--- src/rtl/sys_issue_ctrl.sv ---
// Issue-side sequencer for the system functional unit: waits for the pipeline to drain,
// fires the unit once, captures its result and hands it to writeback.
// Optional drain watchdog: define SYS_ISSUE_CTRL_DRAIN_TIMEOUT_EN.
module sys_issue_ctrl #(
    parameter int  DATA_W           = 64,
    parameter int  TAG_W            = 6,
    parameter int  DRAIN_TIMEOUT    = 1024,
    parameter type decoded_alu_op_t = logic [5:0]
) (
    input  logic            i_clk,
    input  logic            i_rst_n,
    input  logic            i_req_valid,
    output logic            o_req_ready,
    input  decoded_alu_op_t i_req_op,
    input  logic [DATA_W-1:0] i_req_src1,
    input  logic [DATA_W-1:0] i_req_src2,
    input  logic [TAG_W-1:0]  i_req_tag,
    input  logic            i_req_serialize,
    input  logic            i_pipe_idle,
    input  logic            i_kill,
    output logic            o_fu_enabled,
    output decoded_alu_op_t o_fu_op,
    output logic [DATA_W-1:0] o_fu_src1,
    output logic [DATA_W-1:0] o_fu_src2,
    input  logic [DATA_W-1:0] i_fu_dest,
    output logic            o_wb_valid,
    input  logic            i_wb_ready,
    output logic [DATA_W-1:0] o_wb_dest,
    output logic [TAG_W-1:0]  o_wb_tag,
    output logic            o_flush_req,
    output logic            o_busy,
    output logic            o_timeout
);

    // state | meaning
    // IDLE  | no op held; accepting from issue
    // DRAIN | op latched; waiting for older work to retire
    // EXEC  | sys_unit enabled for this single cycle
    // CAPT  | sys_unit result registered; latch it
    // WB    | result offered to writeback
    // FLUSH | serializing op done; one-cycle flush request
    typedef enum logic [2:0] {
        S_IDLE,
        S_DRAIN,
        S_EXEC,
        S_CAPT,
        S_WB,
        S_FLUSH
    } state_t;

    if (DRAIN_TIMEOUT < 1) begin : g_bad_timeout
        $error("DRAIN_TIMEOUT must be at least 1");
    end

    state_t            state_q, state_d;
    decoded_alu_op_t   op_q;
    logic [DATA_W-1:0] src1_q, src2_q, dest_q;
    logic [TAG_W-1:0]  tag_q;
    logic              serialize_q;

    logic accept;
    logic timeout_hit;
    logic fu_en_d, wb_valid_d, flush_d, timeout_d;

    assign o_req_ready = (state_q == S_IDLE) & ~i_kill & i_rst_n;
    assign accept      = i_req_valid & o_req_ready;

`ifdef SYS_ISSUE_CTRL_DRAIN_TIMEOUT_EN
    localparam int CNT_W = $clog2(DRAIN_TIMEOUT + 1);
    localparam logic [CNT_W-1:0] CNT_LOAD = CNT_W'(DRAIN_TIMEOUT);

    // Down-counter loaded on DRAIN entry; terminal count means DRAIN_TIMEOUT stalled cycles.
    logic [CNT_W-1:0] drain_cnt_q;

    always_ff @(posedge i_clk) begin
        if (!i_rst_n) begin
            drain_cnt_q <= CNT_LOAD;
        end else if (accept) begin
            drain_cnt_q <= CNT_LOAD;
        end else if (state_q == S_DRAIN && !i_pipe_idle && drain_cnt_q != '0) begin
            drain_cnt_q <= drain_cnt_q - 1'b1;
        end
    end

    assign timeout_hit = (drain_cnt_q == '0);
`else
    assign timeout_hit = 1'b0;
`endif

    always_comb begin
        state_d    = state_q;
        fu_en_d    = 1'b0;
        wb_valid_d = 1'b0;
        flush_d    = 1'b0;
        timeout_d  = 1'b0;
        case (state_q)
            S_IDLE: begin
                if (accept) state_d = S_DRAIN;
            end
            S_DRAIN: begin
                if (i_kill) begin
                    state_d = S_IDLE;
                end else if (i_pipe_idle) begin
                    state_d = S_EXEC;
                end else if (timeout_hit) begin
                    timeout_d = 1'b1;
                    state_d   = S_IDLE;
                end
            end
            S_EXEC: begin
                fu_en_d = 1'b1;
                state_d = S_CAPT;
            end
            S_CAPT: begin
                state_d = S_WB;
            end
            S_WB: begin
                wb_valid_d = 1'b1;
                if (i_wb_ready) state_d = serialize_q ? S_FLUSH : S_IDLE;
            end
            S_FLUSH: begin
                flush_d = 1'b1;
                state_d = S_IDLE;
            end
            default: state_d = S_IDLE;
        endcase
    end

    always_ff @(posedge i_clk) begin
        if (!i_rst_n) begin
            state_q     <= S_IDLE;
            op_q        <= '0;
            src1_q      <= '0;
            src2_q      <= '0;
            tag_q       <= '0;
            serialize_q <= 1'b0;
            dest_q      <= '0;
        end else begin
            state_q <= state_d;
            if (accept) begin
                op_q        <= i_req_op;
                src1_q      <= i_req_src1;
                src2_q      <= i_req_src2;
                tag_q       <= i_req_tag;
                serialize_q <= i_req_serialize;
            end
            if (state_q == S_CAPT) dest_q <= i_fu_dest;
        end
    end

    // Control outputs are forced low while reset is held, even before the reset edge.
    assign o_fu_enabled = fu_en_d & i_rst_n;
    assign o_wb_valid   = wb_valid_d & i_rst_n;
    assign o_flush_req  = flush_d & i_rst_n;
    assign o_timeout    = timeout_d & i_rst_n;
    assign o_busy       = (state_q != S_IDLE) & i_rst_n;

    assign o_fu_op   = op_q;
    assign o_fu_src1 = src1_q;
    assign o_fu_src2 = src2_q;
    assign o_wb_dest = dest_q;
    assign o_wb_tag  = tag_q;

endmodule

--- config.mk ---
export PLATFORM = sky130hd
export DESIGN_NAME = sys_issue_ctrl
export DESIGN_NICKNAME = d
export VERILOG_FILES = /design/src/rtl/sys_issue_ctrl.sv
export SDC_FILE = /design/constraint.sdc
export NUM_CORES = 1
export LEC_CHECK = 0
export ABC_AREA = 0
export CAP_MARGIN = 0
export CELL_PAD_IN_SITES_DETAIL_PLACEMENT = 1
export CELL_PAD_IN_SITES_GLOBAL_PLACEMENT = 1
export CORE_MARGIN = 4
export CORE_UTILIZATION = 25
export DETAILED_ROUTE_END_ITERATION = 10
export PLACE_DENSITY_LB_ADDON = 0.05
export SYNTH_ARGS = -nofsm -noshare
export SYNTH_HDL_FRONTEND = slang
export SYNTH_SLANG_ARGS = --single-unit
--- constraint.sdc ---
create_clock -name i_clk -period 1.32 [get_ports i_clk]
set_input_delay 0.198 -clock i_clk [delete_from_list [all_inputs] [get_ports i_clk]]
set_output_delay 0.198 -clock i_clk [all_outputs]
set_load 0.05 [all_outputs]
==> results by group <==
Setup path
  – Reg2Reg Depth: 9
  – Critical-path cell list: buf_6 -> buf_6 -> nor3b_4 -> buf_12
  – Crit-path most repeated cell: buf_6
  – Worst endpoint required time: 1120 ps
  – Slowest stage cell, crit path: dfxtp_4
  – WS Path Type: reg2out
  – Worst Setup End Kind: primary output
  – Worst R2R Start: state_q[2]
  – CP bufs+invs: 3
  – Critical Path AT: 1520 ps
  – CP Max Fanout: 6
  – CP Launch Type: flop
  – Delay-heaviest family, CP: buffers and inverters
  – Setup crit start: state_q[1]
  – CP max stage delay: 370 ps
  – Stages on worst setup path: 4

Synth
  – Async S/R FF share, synth: 0%
  – Prevailing post-synth register cell: dfxtp_1
  – Area leader, netlist: dfxtp_1
  – Syn nets: 1120
  – Synth top cells by count: nand2_1 (273), dfxtp_1 (208), mux2i_1 (142), inv_1 (139), a21boi_0 (64)
  – Syn Area/Cell: 8.913 um2
  – Yosys Warn Count: 0
  – Mapped Cells: 909
  – Post-synth EDFFs: 0
  – Seq cells post-synth: 208
  – Yosys cell types: 25
  – Top-area cell type share of the netlist area: 51.40%
  – Mapped Area: 8102 um2
  – Ranking of synthesized cells by area: dfxtp_1 (51%), mux2i_1 (18%), nand2_1 (13%)
  – Sequential-to-total area share from yosys stat: 51.40%
  – Most frequent cell after synthesis: nand2_1

Die
  – Die Y: 188.0 um
  – Die Area: 35350 um2
  – Chip Width: 188.0 um
  – Core area: 31800 um2
  – Starting Density: 25.48%
  – # rows: 65
  – I/O pins: 421

Drt
  – Post-DR wirelength/cell: 18.85 um
  – Initial DRC count: 154
  – Routed Antenna Nets: 0
  – Total routed wirelength: 34.50 mm
  – Drt first pass iters: 4
  – Via count: 7711
  – Residual DRC: 0
  – Vias/cell: 4.214

Pwr
  – Switch share: 28.25%
  – Max VDD drop: 0.8687 mV
  – Final Total Pwr: 18.15 mW
  – Sw power: 5.129 mW
  – Gate power share: 23.4%
  – Power Dens Cells: 1037 nW/um2
  – Power share of the sequential group: 38.1%
  – Internal Pwr Total: 13.03 mW
  – Leakage: 8.250 nW
  – Clock share of power: 38.5%

Finish
  – Final design utilization: 55.03%
  – Nets: 1588
  – Area Growth Syn to Fin: 116.0%
  – Finished Layout Cells: 1830
  – Layout cell share with drive strength beyond 1: 32.81%

Global route
  – Total grt overflow: 0
  – Global-route wire length before repair: 51.05 mm
  – Total GRT Usage: 18.52%
  – Largest net degree at the start of global routing: 84
  – Vias in the first global route: 8241
  – Initial antenna violation count: 3

STA
  – # setup viols final: 213
  – Minimum clock period: 1717 ps
  – Clock Skew: 5.661 ps
  – RSZ-0062 raised after global routing: true
  – Final period util: 130.1%
  – Final Max Slew Viols: 0
  – Fin. Hold Viols: 0
  – Achievable Freq: 582.4 MHz
  – Worst Slack Setup Final: -397.1 ps
  – Fin Setup TNS: -43980 ps

Clocking
  – Hold_buf cts: 0
  – Htree depth: 1
  – Clk sink count: 208
  – Number of buffers created by CTS: 27
  – CTS clk-pin slew, worst paths: 60 ps
  – Clk_lat worst skew: 530 ps
  – CTS tree: yes
  – Root Driver: clkbuf_16
  – CTS max path bufs: 3

Status
  – Status: finished with violations
  – Failing checks: setup timing

Worst hold path
  – Hold depth: 4
  – Hold path startpoint: i_rst_n
  – Tightest Hold Check Type: in2reg

Place
  – Hpwl dp: 23.71 mm
  – PortBufs: 419
  – DP Cell Count: 1739
  – Pre-CTS WS: -456.4 ps
  – Placer's final routability congestion estimate: 0.7463

Job
  – Max-Cap Viols: 0
[placed cells by master (no fill, tap or decap), drive strengths merged, types with 2 or more instances in the layout]
master,instances
clkbuf,39
inv,140
a21boi,64
a21oi,2
nand2,273
clkdlybuf4s50,209
nor3b,2
dfxtp,208
clkinv,9
nand3b,2
nor2,2
diode,2
nor2b,3
nor3,3
mux2i,142
buf,283
nand2b,3
[final timing paths]
check                       end  slack [ps]
setup / recovery   o_fu_enabled        -400
hold / removal       state_q[0]         130
setup reg to reg  o_fu_src2[18]        -350
hold reg to reg   o_fu_src1[46]         480
[power by group through the flow]
stage	combinational, mW	clock [mW]	sequential, mW
after floorplan	0.697	0	7.89
after global placement	3.82	0	7.03
after detailed placement	3.85	0	7.05
after CTS	4.24	7.23	6.92
after global routing	4.45	7.51	6.96
final	4.24	6.99	6.92
[tightest hold or removal path: stages]
cell and delay, ps:
buf_6 120, nand3b_1 90, a221o_1 150, mux2i_1 60
[layer usage]
metal  vias to the layer above  GRT usage, %  share of wire (%)
met5                         -             0              0.078
met4                         4         4.065                2.2
met3                        46         7.446                8.9
met2                       255         34.58                 53
met1                      3646         19.50                 36
li1                       3760             -                  -
[flip-flops by register name, indices dropped and copies added (netlist names)]
name	count
o_fu_op	6
o_fu_src1	64
o_fu_src2	64
o_wb_dest	64
o_wb_tag	6
serialize_q	1
state_q	3
[cell families (layout without fill, tap and decap cells)]
logic type / count (synthesis) / after routing / share of synthesized area [%]
buf+inv: 197 / 681 / 10.39
mux: 142 / 142 / 17.54
other cells: 1 / 3 / 0.04629
flops: 208 / 208 / 51.40
simple gates: 293 / 293 / 14.35
compound gates: 68 / 68 / 6.270
[stage by stage]
step / area (um2) / hold slack (ps)
after global routing: 17500 / 126.5
after floorplan: 8143 / 330.3
after detailed placement: 15090 / 481.3
after global placement: 15090 / 480.2
final: 17500 / 128.6
after CTS: 16970 / 102.2
[area by class of cell]
cell class / instances / area (um2)
Sequential cell: 208 / 4209
Clock buffer: 34 / 742.0
Inverter: 139 / 521.8
Timing Repair Buffer: 497 / 7737
Multi-Input combinational cell: 504 / 3654
Clock inverter: 11 / 87.58
Fill cell: 3270 / 14300
Tap cell: 435 / 544.3
Antenna cell: 2 / 5.005
[what timing repair did]
action                                  CTS  global route
resized for setup                        75           225
endpoints found under the setup margin  192           235
endpoints found under the hold margin     0             0
pin swaps                                 5            93
setup buffers                            20             7
cloned                                   22             6
Power figures use the tool's default switching activity.
